### config.mk
export PLATFORM = sky130hd
export DESIGN_NAME = nco_iq_unpack_axis
export DESIGN_NICKNAME = d
export VERILOG_FILES = /design/src/rtl/nco_iq_unpack_axis.sv
export SDC_FILE = /design/constraint.sdc
export NUM_CORES = 1
export LEC_CHECK = 0
export BUFFER_PORTS_ARGS = -buffer_cell sky130_fd_sc_hd__buf_2
export CAP_MARGIN = 30
export CORE_AREA = 2 2 83 85
export DETAILED_ROUTE_END_ITERATION = 12
export DIE_AREA = 0 0 85 87
export HOLD_SLACK_MARGIN = 0.05
export PLACE_DENSITY_LB_ADDON = 0.12
export SYNTH_ARGS = -nofsm -noshare
export SYNTH_HDL_FRONTEND = slang
export SYNTH_SLANG_ARGS = --single-unit
export TNS_END_PERCENT = 30
### constraint.sdc
create_clock -name clk -period 2.57 [get_ports clk]
set_input_delay 0 -clock clk [delete_from_list [all_inputs] [get_ports clk]]
set_output_delay 0 -clock clk [all_outputs]
set_load 0.01 [all_outputs]
### src/rtl/nco_iq_unpack_axis.sv
// Unpacks a packed DDS AXI-Stream word into signed I/Q samples, with optional
// conjugate, truncate/round-saturate width reduction, and a 2-entry skid buffer.

module nco_iq_lane #(
  parameter int DDS_WIDTH  = 16,
  parameter int O_WIDTH    = 12,
  parameter int ROUND_MODE = 0
) (
  input  logic [DDS_WIDTH-1:0] x,
  input  logic                 neg,
  output logic [O_WIDTH-1:0]   y,
  output logic                 sat
);
  localparam int S = DDS_WIDTH - O_WIDTH;
  localparam logic [DDS_WIDTH-1:0] DMIN = {1'b1, {(DDS_WIDTH-1){1'b0}}};
  localparam logic [DDS_WIDTH-1:0] DMAX = {1'b0, {(DDS_WIDTH-1){1'b1}}};
  localparam logic [O_WIDTH-1:0]   OMAX = {1'b0, {(O_WIDTH-1){1'b1}}};

  logic [DDS_WIDTH-1:0] v;
  logic                 neg_sat;

  // Negating the most negative code has no representation; clamp to max.
  always_comb begin
    neg_sat = neg && (x == DMIN);
    v       = neg_sat ? DMAX : (neg ? -x : x);
  end

  generate
    if (S == 0) begin : g_pass
      assign y   = v;
      assign sat = neg_sat;
    end else if (ROUND_MODE == 0) begin : g_trunc
      logic unused_lsb;
      assign y          = v[DDS_WIDTH-1:S];
      assign sat        = neg_sat;
      assign unused_lsb = ^v[S-1:0];
    end else begin : g_round
      localparam logic [DDS_WIDTH:0] HALF = (DDS_WIDTH+1)'(1) << (S-1);
      logic [DDS_WIDTH:0] sum;
      logic [O_WIDTH:0]   sh;
      logic               ovf;
      logic               unused_lsb;
      // One guard bit catches the only possible overflow: positive wrap.
      assign sum        = {v[DDS_WIDTH-1], v} + HALF;
      assign sh         = sum[DDS_WIDTH:S];
      assign ovf        = sh[O_WIDTH] != sh[O_WIDTH-1];
      assign y          = ovf ? OMAX : sh[O_WIDTH-1:0];
      assign sat        = neg_sat | ovf;
      assign unused_lsb = ^sum[S-1:0];
    end
  endgenerate
endmodule

module nco_iq_unpack_axis #(
  parameter int I_WIDTH      = 32,
  parameter int DDS_WIDTH    = 16,
  parameter int O_WIDTH      = 12,
  parameter int ROUND_MODE   = 0,
  parameter int ZERO_ON_IDLE = 1
) (
  input  logic               clk,
  input  logic               rst,
  input  logic               enable,
  input  logic               conj,
  input  logic [I_WIDTH-1:0] s_axis_tdata,
  input  logic               s_axis_tvalid,
  output logic               s_axis_tready,
  output logic [O_WIDTH-1:0] m_cos,
  output logic [O_WIDTH-1:0] m_sin,
  output logic               m_axis_tvalid,
  input  logic               m_axis_tready,
  output logic [15:0]        ovf_cnt
);
  localparam int HW = I_WIDTH / 2;

  typedef struct packed {
    logic [O_WIDTH-1:0] sin;
    logic [O_WIDTH-1:0] cos;
  } beat_t;

  typedef enum logic [1:0] {EMPTY, ONE, FULL} state_t;

  state_t state, state_nxt;
  beat_t  main_q, skid_q, beat_in;

  logic [1:0][DDS_WIDTH-1:0] lane_in;
  logic [1:0][O_WIDTH-1:0]   lane_out;
  logic [1:0]                lane_sat;
  logic                      acc, xfer;
  logic                      load_main, load_skid, skid_to_main;

  assign lane_in[0] = s_axis_tdata[DDS_WIDTH-1:0];
  assign lane_in[1] = s_axis_tdata[HW+DDS_WIDTH-1:HW];

  generate
    if (DDS_WIDTH < HW) begin : g_pad
      logic unused_pad;
      assign unused_pad = ^{s_axis_tdata[I_WIDTH-1:HW+DDS_WIDTH], s_axis_tdata[HW-1:DDS_WIDTH]};
    end
    for (genvar l = 0; l < 2; l++) begin : g_lane
      nco_iq_lane #(
        .DDS_WIDTH (DDS_WIDTH),
        .O_WIDTH   (O_WIDTH),
        .ROUND_MODE(ROUND_MODE)
      ) u_lane (
        .x  (lane_in[l]),
        .neg((l == 1) && conj),
        .y  (lane_out[l]),
        .sat(lane_sat[l])
      );
    end
  endgenerate

  assign beat_in       = '{sin: lane_out[1], cos: lane_out[0]};
  assign s_axis_tready = enable && (state != FULL);
  assign m_axis_tvalid = (state != EMPTY);
  assign acc           = s_axis_tvalid && s_axis_tready;
  assign xfer          = enable && m_axis_tvalid && m_axis_tready;

  always_comb begin
    state_nxt    = state;
    load_main    = 1'b0;
    load_skid    = 1'b0;
    skid_to_main = 1'b0;
    case (state)
      EMPTY: if (acc) begin
        state_nxt = ONE;
        load_main = 1'b1;
      end
      ONE: begin
        if (acc && xfer) load_main = 1'b1;
        else if (acc) begin
          state_nxt = FULL;
          load_skid = 1'b1;
        end else if (xfer) state_nxt = EMPTY;
      end
      FULL: if (xfer) begin
        state_nxt    = ONE;
        skid_to_main = 1'b1;
      end
      default: state_nxt = EMPTY;
    endcase
  end

  always_ff @(posedge clk) begin
    if (rst) begin
      state   <= EMPTY;
      main_q  <= '0;
      skid_q  <= '0;
      ovf_cnt <= '0;
    end else begin
      state <= state_nxt;
      if (load_main)    main_q <= beat_in;
      if (skid_to_main) main_q <= skid_q;
      if (load_skid)    skid_q <= beat_in;
      if (acc)          ovf_cnt <= ovf_cnt + 16'(lane_sat[0]) + 16'(lane_sat[1]);
    end
  end

  generate
    if (ZERO_ON_IDLE != 0) begin : g_zero
      assign m_cos = m_axis_tvalid ? main_q.cos : '0;
      assign m_sin = m_axis_tvalid ? main_q.sin : '0;
    end else begin : g_hold
      assign m_cos = main_q.cos;
      assign m_sin = main_q.sin;
    end
  endgenerate
endmodule

==> results_tabular.tex, run 1 <==
\begin{tabular}{lr}
\hline
Metric & Value \\
\hline
\multicolumn{2}{l}{\textbf{Global route}} \\
\quad Pin count of the biggest net entering global routing & 39 \\
\quad Total grt overflow & 0 \\
\quad Number of global-route vias before repair & 2805 \\
\quad Global-route wire length before repair & 12500 µm \\
\quad Aggregate global-route resource usage & roughly a fifth \\
\quad Initial antenna violation count & 0 \\
\multicolumn{2}{l}{\textbf{Synthesis}} \\
\quad Dominant register cell in the synthesized netlist & sky130\_fd\_sc\_hd\_\_dfxtp\_1 \\
\quad Biggest area consumer among synthesized cells & sky130\_fd\_sc\_hd\_\_dfxtp\_1 \\
\quad Cell with the most instances after synthesis & sky130\_fd\_sc\_hd\_\_nand2\_1 \\
\quad Top cells by area, synth & sky130\_fd\_sc\_hd\_\_dfxtp\_1 40\%, sky130\_fd\_sc\_hd\_\_nand2\_1 8.4\%, sky130\_fd\_sc\_hd\_\_nor2b\_1 5.3\%, sky130\_fd\_sc\_hd\_\_nor2\_1 5.2\%, sky130\_fd\_sc\_hd\_\_a311oi\_1 4.0\% \\
\quad Synthesized area & 3310 µm² \\
\quad Area fraction of the dominant cell type after synthesis & about two fifths \\
\quad Post-synthesis net count & about 450 \\
\quad Number of warnings reported in the yosys synthesis log & 0 \\
\quad Number of instances in the synthesized netlist & $\sim$410 \\
\quad Share of synthesized registers carrying an async set or reset & 0\% \\
\quad Mean Syn Cell Area & roughly 8.0 µm² \\
\quad Number of storage elements in the synthesis netlist & 66 \\
\quad EDFF count, synth & 0 \\
\quad Number of library cell types mapped by synthesis & 50 \\
\quad Most common library cells after synthesis & 74 x sky130\_fd\_sc\_hd\_\_nand2\_1, 66 x sky130\_fd\_sc\_hd\_\_dfxtp\_1, 46 x sky130\_fd\_sc\_hd\_\_nor2\_1, 28 x sky130\_fd\_sc\_hd\_\_nor2b\_1, 25 x sky130\_fd\_sc\_hd\_\_a21oi\_1 \\
\quad Sequential cell area fraction in the yosys report & 39.9\% \\
\multicolumn{2}{l}{\textbf{Critical path}} \\
\quad Peak fanout along the critical path & 8 \\
\quad Arrival time of the worst setup path & between 2000 and 2500 ps \\
\quad R2R cell count & 4 \\
\quad Crit path required time & about 2800 ps \\
\quad Critical Setup Path Class & in2reg \\
\quad Crit. End Element & flip-flop \\
\quad Critical path startpoint category & primary input \\
\multicolumn{2}{l}{\textbf{Placement}} \\
\quad Detailed placement HPWL & around 5400 µm \\
\quad Dpl ws & between 80 and 90 ps \\
\quad Gpl congestion & around 0.89 \\
\quad Buffers on Ports & 75 \\
\multicolumn{2}{l}{\textbf{Floorplanning}} \\
\quad Total die area & about 7400 µm² \\
\quad Die outline width & approximately 85 µm \\
\quad Floorplan row count & 30 \\
\quad Die Span Y & approximately 87 µm \\
\quad Initial core utilization & 50.4\% \\
\quad Top Ports & 80 \\
\quad Placeable core region & around 6600 µm² \\
\multicolumn{2}{l}{\textbf{STA}} \\
\quad Worst clock skew & $\sim$5 ps \\
\quad Count of final max-slew check failures & 0 \\
\quad Final setup violation count & 0 \\
\quad RSZ-0062 raised after global routing & no \\
\quad Worst Setup Slack, final & 355 ps \\
\quad FMAX & 452 MHz \\
\quad Worst slew margin & 44.8\% \\
\quad Final clock period utilization by the worst path & between 80\% and 90\% \\
\quad Worst-Margin Slew & slightly above 800 ps \\
\quad Final hold viol count & 0 \\
\quad Final min period & approximately 2200 ps \\
\quad Final setup TNS & 0 ps \\
\multicolumn{2}{l}{\textbf{Detailed routing}} \\
\quad DR pass1 iterations & 4 \\
\quad DR WL met3 & 291 µm \\
\quad Met2 wirelength from detailed routing & $\sim$3800 µm \\
\quad DRC violation total after the first TritonRoute iteration & about 110 \\
\quad DR vias/cell & roughly 5.4 \\
\quad Via count & roughly 3100 \\
\quad WL final & between 7000 and 8000 µm \\
\quad Met1 layer wirelength in the final routing & roughly 3600 µm \\
\quad Antenna viol nets, final & 0 \\
\quad DRC violations left & 0 \\
\quad Top routing layer in use & met4 \\
\quad Wire per inst & about 13 µm \\
\multicolumn{2}{l}{\textbf{Hold path}} \\
\quad Min-Delay Path Class & in2reg \\
\quad Depth of the worst hold-timing path & 3 \\
\multicolumn{2}{l}{\textbf{Cells and area}} \\
\quad Post-synthesis to final-layout area growth & 23.4\% \\
\quad Antenna diode instance count & 0 \\
\quad Layout cells sized above 1 & a little under a quarter \\
\quad Net count reported at finish & approximately 540 \\
\quad Post-layout utilization of the core & about 62\% \\
\multicolumn{2}{l}{\textbf{Clock tree}} \\
\quad H-tree level count & 3 \\
\quad Total CTS buffers & 9 \\
\quad Maximum clock insertion buffer count & 2 \\
\quad CTS clock-pin slew for the worst setup and hold paths & 70 ps \\
\quad Number of sinks driven by the clock tree & 66 \\
\quad Root Buffer & sky130\_fd\_sc\_hd\_\_clkbuf\_8 \\
\quad TritonCTS clock tree & built \\
\quad \# Post-CTS Setup Buffers & 0 \\
\quad Clock network latency to the later pin of the worst-skew pair & roughly 330 ps \\
\multicolumn{2}{l}{\textbf{Power and ir drop}} \\
\quad Cell leakage power & between 0.0015 and 0.002 µW \\
\quad Worst-case vdd ir drop & slightly above 0.4 mV \\
\quad Pwr/cell area & around 520 nW/µm² \\
\multicolumn{2}{l}{\textbf{Flow run}} \\
\quad Max-cap violations & 0 \\
\multicolumn{2}{l}{\textbf{Status}} \\
\quad Result of the run & completed \\
\hline
\end{tabular}
## layout by cell type (no fill, tap or decap), drive strengths merged, types with 2 or more instances in the layout
cell type / count
buf: 89
nand2: 74
dfxtp: 66
nor2: 46
nor2b: 28
a21oi: 25
a311oi: 15
clkbuf: 14
nor3: 14
dlygate4sd3: 13
a211oi: 12
xnor2: 11
xor2: 8
nor4: 8
or3: 7
inv: 6
nand3: 6
o21ai: 6
o22ai: 5
and3: 4
o211ai: 4
nand2b: 4
nand4: 3
ha: 3
or4: 3
o21a: 2
a31oi: 2
a22oi: 2
mux2i: 2
nor3b: 2
o311a: 2
clkinv: 2
## per-layer routing
| metal | GRT usage (%) | vias up |
|---|---|---|
| met5 | 0 | - |
| met3 | 5.40 | 4 |
| met1 | 26.0 | 1448 |
| li1 | - | 1618 |
| met4 | 5.63 | 0 |
| met2 | 36.6 | 64 |
## logic make-up (layout without fill, tap and decap cells)
kind of cell	count (synthesis)	count (layout)	synth area share, %
AOI/OAI and AO/OA	83	83	17.3
xor gates and xnor gates	19	19	5.03
adders and majority gates	3	3	1.13
buffers and inverters	35	124	5.11
DFF	66	66	39.9
muxes	2	2	0.605
and+or+nand+nor	205	205	30.9
## through the flow
step | hold slack (ps) | instance area (µm²) | total power [µW] | std cells
floorplan | 133 | 3310 | 1250 | 413
global placement | 254 | 3770 | 1330 | 553
detailed placement | 259 | 3770 | 1330 | 553
CTS | 51.4 | 4080 | 2140 | 582
global route | 105 | 4080 | 2220 | 582
finish | 55.7 | 4080 | 2120 | 582
## sequential cells by signal (all words and copies together), names as in the netlist
register,cells
skid_q,24
main_q,24
ovf_cnt,16
state,2
## critical path: stages
cell and delay [ps]:
sky130_fd_sc_hd__buf_2 120, sky130_fd_sc_hd__nor4b_1 510, sky130_fd_sc_hd__and3_1 310, sky130_fd_sc_hd__and3_1 260, sky130_fd_sc_hd__ha_1 190, sky130_fd_sc_hd__nand3_1 100
sky130_fd_sc_hd__or4_4 510, sky130_fd_sc_hd__or3_1 340, sky130_fd_sc_hd__a21oi_1 140
## report_power, final
| group | internal, µW | switching, µW |
|---|---|---|
| clock | 427 | 371 |
| sequential | 1060 | 16.5 |
| combinational | 112 | 140 |
| total | 1600 | 527 |
## area by class of cell
class,instances,area (µm²)
Multi-Input combinational cell,312,1830
Tap cell,80,100
Fill cell,617,2490
Inverter,6,22.5
Clock inverter,2,10.0
Timing Repair Buffer,102,623
Sequential cell,66,1320
Clock buffer,14,173
## worst paths after layout
kind                                  end  slack, ps                    start
setup / recovery  ovf_cnt[7]$_SDFFE_PP0P_        360         s_axis_tdata[28]
hold / removal    skid_q[22]$_SDFFE_PP0P_         60         s_axis_tdata[30]
setup reg to reg  skid_q[19]$_SDFFE_PP0P_        680    state[0]$_SDFFE_PP0P_
hold reg to reg   skid_q[12]$_SDFFE_PP0P_        460  skid_q[12]$_SDFFE_PP0P_
## what timing repair did
action / CTS / global route
gates resized for setup: 0 / 0
hold endpoints to repair: 25 / 0
hold buffers: 13 / 0
No activity file was read; power rests on OpenSTA's default activity.
==> run 2: changes to the inputs <==
- clock period: 2.57 -> 2.5 ns (I/O delays scaled with it)
==> run 2 against run 1 <==
Against the previous run: global-route usage increased by 0.82 points; wire length increased by 2.1%; flip-flop and latch count unchanged; largest cell class unchanged; worst setup slack got worse by 260 ps; clock power decreased by 0.5%; clock-buffer cell count decreased by 3; utilization increased by 0.25 points.
==> results_tabular.tex, run 2 (synthesis gave the netlist of run 1 again) <==
\begin{tabular}{lr}
\hline
Metric & Value \\
\hline
\multicolumn{2}{l}{\textbf{Clock tree}} \\
\quad Root Buffer & sky130\_fd\_sc\_hd\_\_clkbuf\_8 (unchanged) \\
\quad Clock network latency to the later pin of the worst-skew pair & 350 ps (was 330 ps) \\
\quad CTS clock-pin slew for the worst setup and hold paths & 70 ps (about the same) \\
\quad H-tree level count & 3 (unchanged) \\
\quad TritonCTS clock tree & built (unchanged) \\
\quad Maximum clock insertion buffer count & 2 (unchanged) \\
\quad Number of sinks driven by the clock tree & 66 (unchanged) \\
\quad Total CTS buffers & 9 (unchanged) \\
\multicolumn{2}{l}{\textbf{STA}} \\
\quad Final setup violation count & 0 (unchanged) \\
\quad Worst slew margin & 55.0\% (was 44.8\%) \\
\quad Final hold viol count & 0 (unchanged) \\
\quad Final min period & about 2400 ps \\
\quad Final clock period utilization by the worst path & about 96\% \\
\quad FMAX & slightly above 400 MHz \\
\quad Worst hold margin & 77.0 ps (was 55.7 ps) \\
\quad Count of final max-slew check failures & 0 (unchanged) \\
\quad Worst-Margin Slew & 675 ps (was 827 ps) \\
\quad Worst clock skew & 7.92 ps (was 5.14 ps) \\
\quad Worst Setup Slack, final & 92.5 ps (was 355 ps) \\
\quad Final setup TNS & 0 ps (unchanged) \\
\multicolumn{2}{l}{\textbf{Flow run}} \\
\quad Max-cap violations & 0 (unchanged) \\
\multicolumn{2}{l}{\textbf{Power and ir drop}} \\
\quad Cell leakage power & 0.00161 µW (about the same) \\
\quad Worst-case vdd ir drop & 0.271 mV (was 0.406 mV) \\
\quad Post-layout total power & 2160 µW (was 2120 µW) \\
\quad Pwr/cell area & 527 nW/µm² (was 520 nW/µm²) \\
\multicolumn{2}{l}{\textbf{Floorplanning}} \\
\quad Total die area & 7400 µm² (unchanged) \\
\quad Initial core utilization & 50.4\% (unchanged) \\
\quad Top Ports & 80 (unchanged) \\
\quad Die Span Y & 87 µm (unchanged) \\
\quad Die outline width & 85 µm (unchanged) \\
\quad Floorplan row count & 30 (unchanged) \\
\quad Placeable core region & 6570 µm² (unchanged) \\
\multicolumn{2}{l}{\textbf{Cells and area}} \\
\quad Number of filler instances in the final layout & 618 (was 617) \\
\quad Antenna diode instance count & 0 (unchanged) \\
\quad Largest registers ranked by flip-flop count & main\_q x24, skid\_q x24, ovf\_cnt x16 (unchanged) \\
\quad Post-synthesis to final-layout area growth & 23.9\% (was 23.4\%) \\
\quad Commonest non-fill, non-tap cell in the layout & sky130\_fd\_sc\_hd\_\_buf\_2 (unchanged) \\
\quad Layout cells sized above 1 & 24.2\% (was 22.9\%) \\
\quad Highest-count cells in the layout ignoring fill and taps & 75 x sky130\_fd\_sc\_hd\_\_buf\_2, 74 x sky130\_fd\_sc\_hd\_\_nand2\_1, 66 x sky130\_fd\_sc\_hd\_\_dfxtp\_1 (unchanged) \\
\quad Net count reported at finish & 541 (was 538) \\
\quad Multi-input logic area & 1850 µm² (was 1830 µm²) \\
\quad Area of all placed cells without fillers & 4100 µm² (was 4080 µm²) \\
\quad Sequential cell area & 1320 µm² (unchanged) \\
\multicolumn{2}{l}{\textbf{Critical path}} \\
\quad Peak fanout along the critical path & 8 (unchanged) \\
\quad Critical Setup Path Class & in2reg (unchanged) \\
\quad Arrival time of the worst setup path & 2690 ps (was 2480 ps) \\
\quad Critical path startpoint category & primary input (unchanged) \\
\quad Crit. End Element & flip-flop (unchanged) \\
\quad Crit path required time & 2780 ps (was 2840 ps) \\
\multicolumn{2}{l}{\textbf{Hold path}} \\
\quad Min-Delay Path Class & in2reg (unchanged) \\
\multicolumn{2}{l}{\textbf{Placement}} \\
\quad Detailed placement HPWL & 5340 µm (was 5350 µm) \\
\quad Dpl ws & 75.7 ps (was 81.9 ps) \\
\quad Instance area at placement & 3770 µm² (about the same) \\
\quad Gpl congestion & 0.921 (was 0.889) \\
\quad Buffers on Ports & 75 (unchanged) \\
\multicolumn{2}{l}{\textbf{Global route}} \\
\quad Total grt overflow & 0 (unchanged) \\
\quad Number of global-route vias before repair & 2850 (was 2805) \\
\quad Global-route wire length before repair & 12900 µm (was 12500 µm) \\
\quad Aggregate global-route resource usage & 21.9\% (was 21.1\%) \\
\quad Pin count of the biggest net entering global routing & 67 (was 39) \\
\quad Initial antenna violation count & 0 (unchanged) \\
\multicolumn{2}{l}{\textbf{Detailed routing}} \\
\quad DRC violation total after the first TritonRoute iteration & 192 (was 112) \\
\quad Wire per inst & 13.4 µm (was 13.2 µm) \\
\quad DR pass1 iterations & 4 (unchanged) \\
\quad Antenna viol nets, final & 0 (unchanged) \\
\quad Via count & 3191 (was 3134) \\
\quad DRC violations left & 0 (unchanged) \\
\quad WL final & 7840 µm (was 7680 µm) \\
\quad DR vias/cell & 5.45 (was 5.38) \\
\multicolumn{2}{l}{\textbf{Status}} \\
\quad Result of the run & completed (unchanged) \\
\hline
\end{tabular}
## run 2: cell count changes in the layout (fill, tap and decap cells not counted), sizes merged
cell         previous run  this run
buf                    89        91
clkinv                  2         3
dlygate4sd3            13        14
clkbuf                 14        11
clkinvlp                0         2
## run 2: cell type report
type                       count  share of cell area, %
clock inverter                 5                  0.733
multi-input combinational    312                   45.1
clock buffer                  11                   3.45
timing repair buffer         105                   15.5
sequential                    66                   32.2
inverter                       6                  0.549
tap                           80                   2.44
## run 2: where the power goes
part / leakage, µW / internal [µW] / switching, µW
registers: 0.000536 / 1090 / 17.0
logic: 0.000991 / 118 / 145
clock network: 0.0000851 / 381 / 412
total: 0.00161 / 1590 / 574
## run 2: final timing paths
| check | endpoint | start | cells past startpoint | slack (ps) |
|---|---|---|---|---|
| worst max register to register | skid_q[19]$_SDFFE_PP0P_ | state[0]$_SDFFE_PP0P_ | 4 | 540 |
| worst min register to register | skid_q[7]$_SDFFE_PP0P_ | skid_q[7]$_SDFFE_PP0P_ | 2 | 460 |
| worst min-delay path | state[1]$_SDFFE_PP0P_ | m_axis_tready | 4 | 80 |
| worst max-delay path | ovf_cnt[11]$_SDFFE_PP0P_ | s_axis_tdata[30] | 10 | 90 |
## run 2: worst max-delay path, cell delays in order
cell and delay [ps]:
sky130_fd_sc_hd__dlygate4sd3_1 520, sky130_fd_sc_hd__buf_2 160, sky130_fd_sc_hd__nor4b_2 270, sky130_fd_sc_hd__and3_2 270, sky130_fd_sc_hd__and3_2 240, sky130_fd_sc_hd__ha_1 150
sky130_fd_sc_hd__nand3_1 90, sky130_fd_sc_hd__or4_4 510, sky130_fd_sc_hd__or3_1 330, sky130_fd_sc_hd__a21oi_1 140
## run 2: stage by stage
step	cells	utilization, %
floorplan	413	-
global placement	555	57.4
detailed placement	555	57.4
CTS	585	62.2
global route	585	62.4
finish	585	62.4
## run 2: routing by layer
| metal | GRT usage [%] | share of wire, % |
|---|---|---|
| met1 | 27.5 | 47 |
| met2 | 36.1 | 47 |
| met3 | 4.36 | 4.1 |
| met4 | 10.5 | 1.8 |
| met5 | 0 | 0 |
## run 2: repair_timing
item                                   4_1_cts  5_1_grt
buffers inserted                             0        0
endpoints found under the hold margin       26        0
setup endpoints to repair                    0        7
gates resized for setup                      0        4
hold buffers                                14        0
